[config.mk]
export PLATFORM = sky130hd
export DESIGN_NAME = mod_segment_pipe
export DESIGN_NICKNAME = d
export VERILOG_FILES = /design/src/rtl/mod_segment_pipe.sv
export SDC_FILE = /design/constraint.sdc
export NUM_CORES = 1
export LEC_CHECK = 0
export ABC_AREA = 1
export CORE_AREA = 2 2 220 222
export DETAILED_ROUTE_END_ITERATION = 7
export DIE_AREA = 0 0 222 224
export GPL_ROUTABILITY_DRIVEN = 0
export PLACE_DENSITY = 0.49
export SYNTH_ARGS = -nofsm -noshare
export SYNTH_HDL_FRONTEND = slang
export SYNTH_SLANG_ARGS = --single-unit
[constraint.sdc]
create_clock -name clk -period 1.9 [get_ports clk]
set_input_delay 0.285 -clock clk [delete_from_list [all_inputs] [get_ports clk]]
set_output_delay 0.285 -clock clk [all_outputs]
set_load 0.02 [all_outputs]
[src/rtl/mod_segment_pipe.sv]
// Bit-to-waveform modulation stage: each accepted bit expands into SEGS samples
// taken from ref_wave (bit 0) or ref_wave_m (bit 1). Optional DBPSK via MOD_SEGMENT_DIFF_EN.
module mod_segment_pipe #(
  parameter int unsigned DATA_W    = 32,
  parameter int unsigned SEGS      = 8,
  parameter int unsigned SEG_IDX_W = $clog2(SEGS),
  parameter int unsigned CNT_W     = 16
) (
  input  logic                   clk,
  input  logic                   reset,
  input  logic                   in_valid,
  input  logic                   in_bit,
  output logic                   in_ready,
  input  logic [SEGS*DATA_W-1:0] ref_wave,
  input  logic [SEGS*DATA_W-1:0] ref_wave_m,
  output logic                   out_valid,
  output logic [DATA_W-1:0]      out_data,
  output logic                   out_last,
  input  logic                   out_ready,
  output logic                   busy,
  output logic [CNT_W-1:0]       sym_count
);

  typedef enum logic [0:0] {IDLE, EMIT} state_e;

  localparam logic [SEG_IDX_W-1:0] LAST_IDX = SEG_IDX_W'(SEGS - 1);

  state_e                 state_q;
  logic                   rst_q;
  logic                   sel_q;
  logic [SEG_IDX_W-1:0]   seg_idx_q;
  logic                   out_valid_q;
  logic [DATA_W-1:0]      out_data_q;
  logic                   out_last_q;
  logic                   busy_q;
  logic [CNT_W-1:0]       sym_count_q;

  logic                   accept;
  logic                   fire;
  logic                   sel_d;
  logic [SEG_IDX_W-1:0]   seg_idx_d;
  logic [DATA_W-1:0]      out_data_d;
  logic [DATA_W-1:0]      ref_seg [SEGS];
  logic [DATA_W-1:0]      m_seg   [SEGS];

  always_comb begin
    for (int unsigned k = 0; k < SEGS; k++) begin
      ref_seg[k] = ref_wave[k*DATA_W +: DATA_W];
      m_seg[k]   = ref_wave_m[k*DATA_W +: DATA_W];
    end
  end

  // rst_q keeps in_ready low while reset is held and releases it one cycle later.
  assign in_ready = !rst_q &&
                    ((state_q == IDLE) ||
                     (state_q == EMIT && seg_idx_q == LAST_IDX && out_ready));
  assign accept   = in_valid && in_ready;
  assign fire     = out_valid_q && out_ready;

`ifdef MOD_SEGMENT_DIFF_EN
  logic prev_sym_q;

  assign sel_d = accept ? (in_bit ^ prev_sym_q) : sel_q;

  always_ff @(posedge clk) begin
    if (reset) begin
      prev_sym_q <= 1'b0;
    end else if (accept) begin
      prev_sym_q <= sel_d;
    end
  end
`else
  assign sel_d = accept ? in_bit : sel_q;
`endif

  assign seg_idx_d  = accept ? '0 : seg_idx_q + SEG_IDX_W'(1);
  assign out_data_d = sel_d ? m_seg[seg_idx_d] : ref_seg[seg_idx_d];

  always_ff @(posedge clk) begin
    if (reset) begin
      state_q     <= IDLE;
      rst_q       <= 1'b1;
      sel_q       <= 1'b0;
      seg_idx_q   <= '0;
      out_valid_q <= 1'b0;
      out_data_q  <= '0;
      out_last_q  <= 1'b0;
      busy_q      <= 1'b0;
      sym_count_q <= '0;
    end else begin
      rst_q <= 1'b0;
      case (state_q)
        IDLE: begin
          if (accept) begin
            sel_q       <= sel_d;
            seg_idx_q   <= '0;
            out_data_q  <= out_data_d;
            out_valid_q <= 1'b1;
            out_last_q  <= 1'b0;
            busy_q      <= 1'b1;
            state_q     <= EMIT;
          end
        end
        EMIT: begin
          if (fire) begin
            if (seg_idx_q != LAST_IDX) begin
              seg_idx_q  <= seg_idx_d;
              out_data_q <= out_data_d;
              out_last_q <= (seg_idx_d == LAST_IDX);
            end else begin
              sym_count_q <= sym_count_q + CNT_W'(1);
              if (accept) begin
                sel_q      <= sel_d;
                seg_idx_q  <= '0;
                out_data_q <= out_data_d;
                out_last_q <= 1'b0;
              end else begin
                out_valid_q <= 1'b0;
                out_last_q  <= 1'b0;
                busy_q      <= 1'b0;
                state_q     <= IDLE;
              end
            end
          end
        end
        default: state_q <= IDLE;
      endcase
    end
  end

  assign out_valid = out_valid_q;
  assign out_data  = out_data_q;
  assign out_last  = out_last_q;
  assign busy      = busy_q;
  assign sym_count = sym_count_q;

endmodule
======== Word level (Yosys, flattened, before mapping) ========
Index checks and enable logic that the tools add are counted.
word-level totals
  register bits ........................... 56
  memories ................................ 0
  bits in latches ......................... 0
  input bits .............................. 517
  RAM bits ................................ 0
  ROM bits ................................ 0
  output and inout bits ................... 52
  word-level logic and storage cells ...... 67
operators by class
  reductions and logical operators ........ 11
  equal/unequal tests ..................... 7
  div/mod/pow operators ................... 0
  bitwise operators ....................... 3
  $mul .................................... 0
  add/subtract/negate cells ............... 2
  muxes and demuxes ....................... 35
  $lt $le $gt $ge ......................... 1
  shift operators ......................... 0
operator list
  kind                     count
  $mux W32                 8
  $bmux W32 S3             2
  $pmux W32 S2             1
  $add A16 B1 Y16 const B  1
  $mux W1                  15
  $mux W3                  4
  $pmux W1 S2              4
  $eq A3 B3 Y1 const B     2
  $ne A2 B2 Y1 const B     3
  $pmux W3 S2              1
  $logic_and A1 B1 Y1      5
  $ge A4 B4 Y1 const B     1
  $not A3 Y4               1
  $reduce_and A2 Y1        2
  $reduce_and A4 Y1        1
  $add A3 B1 Y3 const B    1
  $ne A3 B3 Y1 const B     1
  $reduce_and A3 Y1        1
  $ne A2 B1 Y1 const B     1
  $not A1 Y1               2
  $logic_not A1 Y1         1
  $logic_or A1 B1 Y1       1

======== Depth between registers and ports, before layout ========
  depth in word-level cells ............... 16
  gate-level depth with buffers ........... 17
  depth with buffers taken out ............ 15

======== Least setup slack after synthesis ========
Ideal clock, no wire load.
  kind .................................... register to register
  start ................................... register seg_idx_q[0]
  end ..................................... register out_data_q[10] (netlist: out_data[10])
  arrival ................................. 1.901 ns
  library setup time ...................... 0.109 ns
  setup slack ............................. -0.110 ns
  data required time ...................... 1.791 ns
  period minus slack after synthesis ...... 2.010 ns
  stages on the path, launching flop included .. 17
  path buffers ............................ 3
  path through ............................ dfxtp_1 ha_1 ha_1 inv_1 nand2_1 nand4_1 buf_6 nand2_4 buf_6 buf_2 nand2_1 nand3_1 nand3_1 nand3_1 nand3_1 nand2_1 inv_1
between the ends
  word-level cells in the longest chain between the ends .. 16
  elaborated cells between the ends (all ways) .. 22
  those cells by class .................... add/sub: 1; eq/ne: 2; mux: 13; bitwise: 1; reduce/logical: 5
ends and longest elaborated chain
  item                                         line     RTL
  from (decl)                                  31       logic [SEG_IDX_W-1:0] seg_idx_q;
  from (signal assigned)                       107      seg_idx_q <= seg_idx_d;
  $eq A3 B3 Y1                                 56       (state_q == EMIT && seg_idx_q == LAST_IDX && out_ready));
  $logic_and A1 B1 Y1 (2 in a row)             56
  $logic_or A1 B1 Y1                           55       ((state_q == IDLE) ||
  $logic_and A1 B1 Y1                          54       assign in_ready = !rst_q &&
  $logic_and A1 B1 Y1                          57       assign accept = in_valid && in_ready;
  $mux W3                                      76       assign seg_idx_d = accept ? '0 : seg_idx_q + SEG_IDX_W'(1);
  $not A3 Y4 (implied by the code)             77       assign out_data_d = sel_d ? m_seg[seg_idx_d] : ref_seg[seg_idx_d];
  $bmux W32 S3                                 77
  $mux W32 (implied by the code) (2 in a row)  77
  $mux W32                                     77
  $mux W32                                     94, 112
  $mux W32                                     106      if (seg_idx_q != LAST_IDX) begin
  $mux W32                                     105      if (fire) begin
  $pmux W32 S2 (*)                             92       case (state_q)
  to (signal assigned)                         97       out_data_q <= out_data_d;
  to (signal assigned)                         108      out_data_q <= out_data_d;
  to (signal assigned)                         115      out_data_q <= out_data_d;
  to (decl)                                    33       logic [DATA_W-1:0] out_data_q;
Mark *: on every way between the ends. The rest lies on a longest branch, timed or not. The select of a mux whose other input is x is not followed.
A chain may end at the register's enable or synchronous reset.

======== Final worst setup path ========
  start ................................... register seg_idx_q[1]
  end ..................................... register out_data_q[31] (netlist: out_data[31])
Same word-level chain as after synthesis.

==> flow_metrics.env <==
export IMPL_ys_types=24
export IMPL_port_buffers=568
export IMPL_die_w_um=222
export IMPL_grt_max_degree=51
export IMPL_final_hold_violation_count=0
export IMPL_crit_path_end_kind="register"
export IMPL_cp_start_kind="register"
export IMPL_synth_top_area_share_pct=33.42
export IMPL_p_leak_nw=9.462
export IMPL_period_needed_ns=2.337
export IMPL_multi_input_area_um2=7081
export IMPL_synth_top_family_by_area="simple AND/OR/NAND/NOR gates"
export IMPL_status="complete, but fails checks"
export IMPL_first_global_vias=14450
export IMPL_path_cells="ha_4 -> ha_4 -> inv_4 -> nand2_2 -> nand4_1 -> buf_4 -> buf_6 -> nand2_8 -> buf_12 -> buf_6 -> buf_12 -> nand2_1 -> nand2_1 -> nand2_1 -> nand3_2 -> nand3_4 -> nand3_2 -> nand2_1 -> inv_1"
export IMPL_post_route_util_pct=40.57
export IMPL_wl_per_cell_um=20.66
export IMPL_syn2layout_area_growth_pct=111.3
export IMPL_dp_slack_ns=-1.007
export IMPL_die_y_um=224
export IMPL_fin_skew_ns=0.006199
export IMPL_drc=0
export IMPL_dieArea_um2=49730
export IMPL_placed_area_um2=16210
export IMPL_setup_slack_ns=-0.4374
export IMPL_ff_latch_area_um2=1125
export IMPL_synth_seq_cells=56
export IMPL_grt_first_pass_wirelength_um=90270
export IMPL_drive_gt1_share_pct=19.46
export IMPL_rsz0062_at_grt="true"
export IMPL_cts_tree="done"
export IMPL_h_tree_depth=2
export IMPL_maxSlewHeadroom_pct=71.30
export IMPL_totalWireLength_um=64280
export IMPL_antenna_found_initial=5
export IMPL_cts_buffers=5
export IMPL_drv_slew=0
export IMPL_synthXorXnorAreaFrac_pct=0.3854
export IMPL_yosysWarnings=0
export IMPL_synthAdderAreaFrac_pct=0.4129
export IMPL_cp_max_fo=6
export IMPL_cpMaxStageDelayCell="dfxtp_2"
export IMPL_clock_path_buffers=2
export IMPL_finalSetupViolations=35
export IMPL_max_stage_delay_ns=0.34
export IMPL_gr_total_overflow=0
export IMPL_critical_path_class="register to register"
export IMPL_worst_path_stages=19
export IMPL_syn_inst=1846
export IMPL_first_pass_iters=5
export IMPL_cp_required_ns=2.14
export IMPL_placedCellCount=3017
export IMPL_synth_mux_area_share_pct=0
export IMPL_cts_root_buffer="clkbuf_16"
export IMPL_yosysSeqAreaShare_pct=12.33
export IMPL_fill_cells=5066
export IMPL_yosys_area_share_simple_pct=59.41
export IMPL_power_density_nw_per_um2=357.6
export IMPL_min_path_type="register to register"
export IMPL_nets=3011
export IMPL_peakVddDrop_mv=0.3996
export IMPL_num_io_pins=569
export IMPL_max_freq_ghz=0.4278
export IMPL_path_buf_inv=7
export IMPL_dpl_hpwl_um=45480
export IMPL_coreArea_um2=47350
export IMPL_routed_via_density=4.676
export IMPL_tightestPinTransition_ns=0.4292
export IMPL_num_vias=14550
export IMPL_clk_latency_ns=0.33
export IMPL_syn_area_um2=9091
export IMPL_start_util_pct=19.20
export IMPL_stdcell_count=3111
export IMPL_r2r_cells=19
export IMPL_synth_area_per_cell_um2=4.925
export IMPL_grt_total_usage_pct=24.14
export IMPL_maxCapViolCount=0
export IMPL_finalCritPeriodShare_pct=123.0
export IMPL_setup_tns_final_ns=-12.54
export IMPL_ant_nets=0
export IMPL_synth_edff_count=0
export IMPL_clk_pin_slew_ns=0.09
export IMPL_drt_initial_drc_count=937
export IMPL_whs_ns=0.4822
export IMPL_cp_common_cell="nand2_1"
export IMPL_hold_path_cell_count=2
export IMPL_yosysTopAreaCell="nand3_1"
export IMPL_cp_top_family="simple AND/OR/NAND/NOR gates"
export IMPL_power_mw=6.869
export IMPL_worstPathArrival_ns=2.58
export IMPL_cts_sinks=56
export IMPL_fin_area_um2=19210
export IMPL_syn_num_nets=2366
export IMPL_synth_async_reset_ratio_pct=0
export IMPL_violations="negative setup slack"
export IMPL_rows=80
export IMPL_ys_flop_type="dfxtp_1"
export IMPL_synth_compound_area_share_pct=3.688
export IMPL_ys_top_cells_by_area="nand3_1 (33%), nand2_1 (22%), inv_1 (16%)"
-- cell type report --
cell class                 instances  share of cell area [%]
clock buffer                       5                  0.6514
tap                              615                   4.006
sequential                        56                   5.856
clock inverter                     3                  0.1303
multi-input combinational       1267                   36.86
antenna                            4                 0.05211
inverter                         378                   7.556
timing repair buffer             783                   44.88
-- repair_timing --
action / CTS / global route
endpoints found under the setup margin: 44 / 46
resized for setup: 238 / 137
hold buffers: 0 / 0
cloned: 19 / 11
pin swaps: 35 / 56
setup buffers: 32 / 25
-- Yosys cell counts, types with 3 or more instances --
cell and number:
buf_1 5, nand2_1 521, nand3b_1 25, o21ai_0 44, a21oi_1 16, xor2_1 4, inv_1 376, nor3_1 4
clkbuf_1 46, buf_6 6, nand3_1 607, buf_2 71, buf_4 17, dfxtp_1 56, nand4_1 4, or2_2 15
nor2_1 17, ha_1 3
-- worst min-delay path: stages (launching register included) --
cell,delay [ns]
dfxtp_1,0.32
inv_1,0.06
a21oi_1,0.05
-- flip-flops by register name, summed over array words and instances, names as in the netlist --
name	flops
sym_count	16
sel_q	1
out_data	32
seg_idx_q	3
rst_q	1
out_last	1
state_q	1
busy	1
-- worst paths after layout --
kind,slack (ns),end,start
worst min register to register,0.48,sym_count[15],sym_count[15]
worst max register to register,-0.44,out_data[31],seg_idx_q[1]
worst max-delay path,-0.44,out_data[31],seg_idx_q[1]
worst min-delay path,0.48,sym_count[15],sym_count[15]
-- placed cells by master, fill, tap and decap left out, types with 3 or more instances in the layout --
cell type	n
dfxtp_1	53
nand2_4	6
nand2_1	459
diode_2	4
clkdlybuf4s50_1	567
xor2_1	4
nor2_4	6
nand2_8	4
inv_1	369
buf_16	18
a21oi_1	14
nand3_4	21
or2_2	14
bufbuf_16	5
nand3_1	451
nand3b_1	25
buf_4	110
dfxtp_2	3
buf_8	9
buf_12	39
clkbuf_16	16
inv_2	4
o21ai_1	4
nand2_2	53
o21ai_0	38
buf_6	24
nor2_1	11
nand3_2	135
nand4_1	4
-- report_power, final --
part	internal, mW	leakage (nW)	switching (mW)
Sequential	1.25	0.458	0.0551
Clock	0.504	0.0708	0.585
Combinational	2.38	8.93	2.10
-- cells by family (layout without fill, tap and decap cells) --
logic type / count (synthesis) / in the layout
flops: 56 / 56
simple gates: 1195 / 1195
compound gates: 65 / 65
buf+inv: 523 / 1169
other cells: 0 / 4
fa+ha+maj: 3 / 3
xor+xnor: 4 / 4
-- metal layers --
metal	share of wire (%)	wire, um	GRT usage, %	vias to the layer above
met3	6.9	4424	4.919	94
li1	-	-	-	7068
met2	49	31640	42.93	564
met4	3.8	2451	9.634	0
met5	0	0	0	-
met1	40	25770	28.33	6820
(Power assumes the default switching activity.)
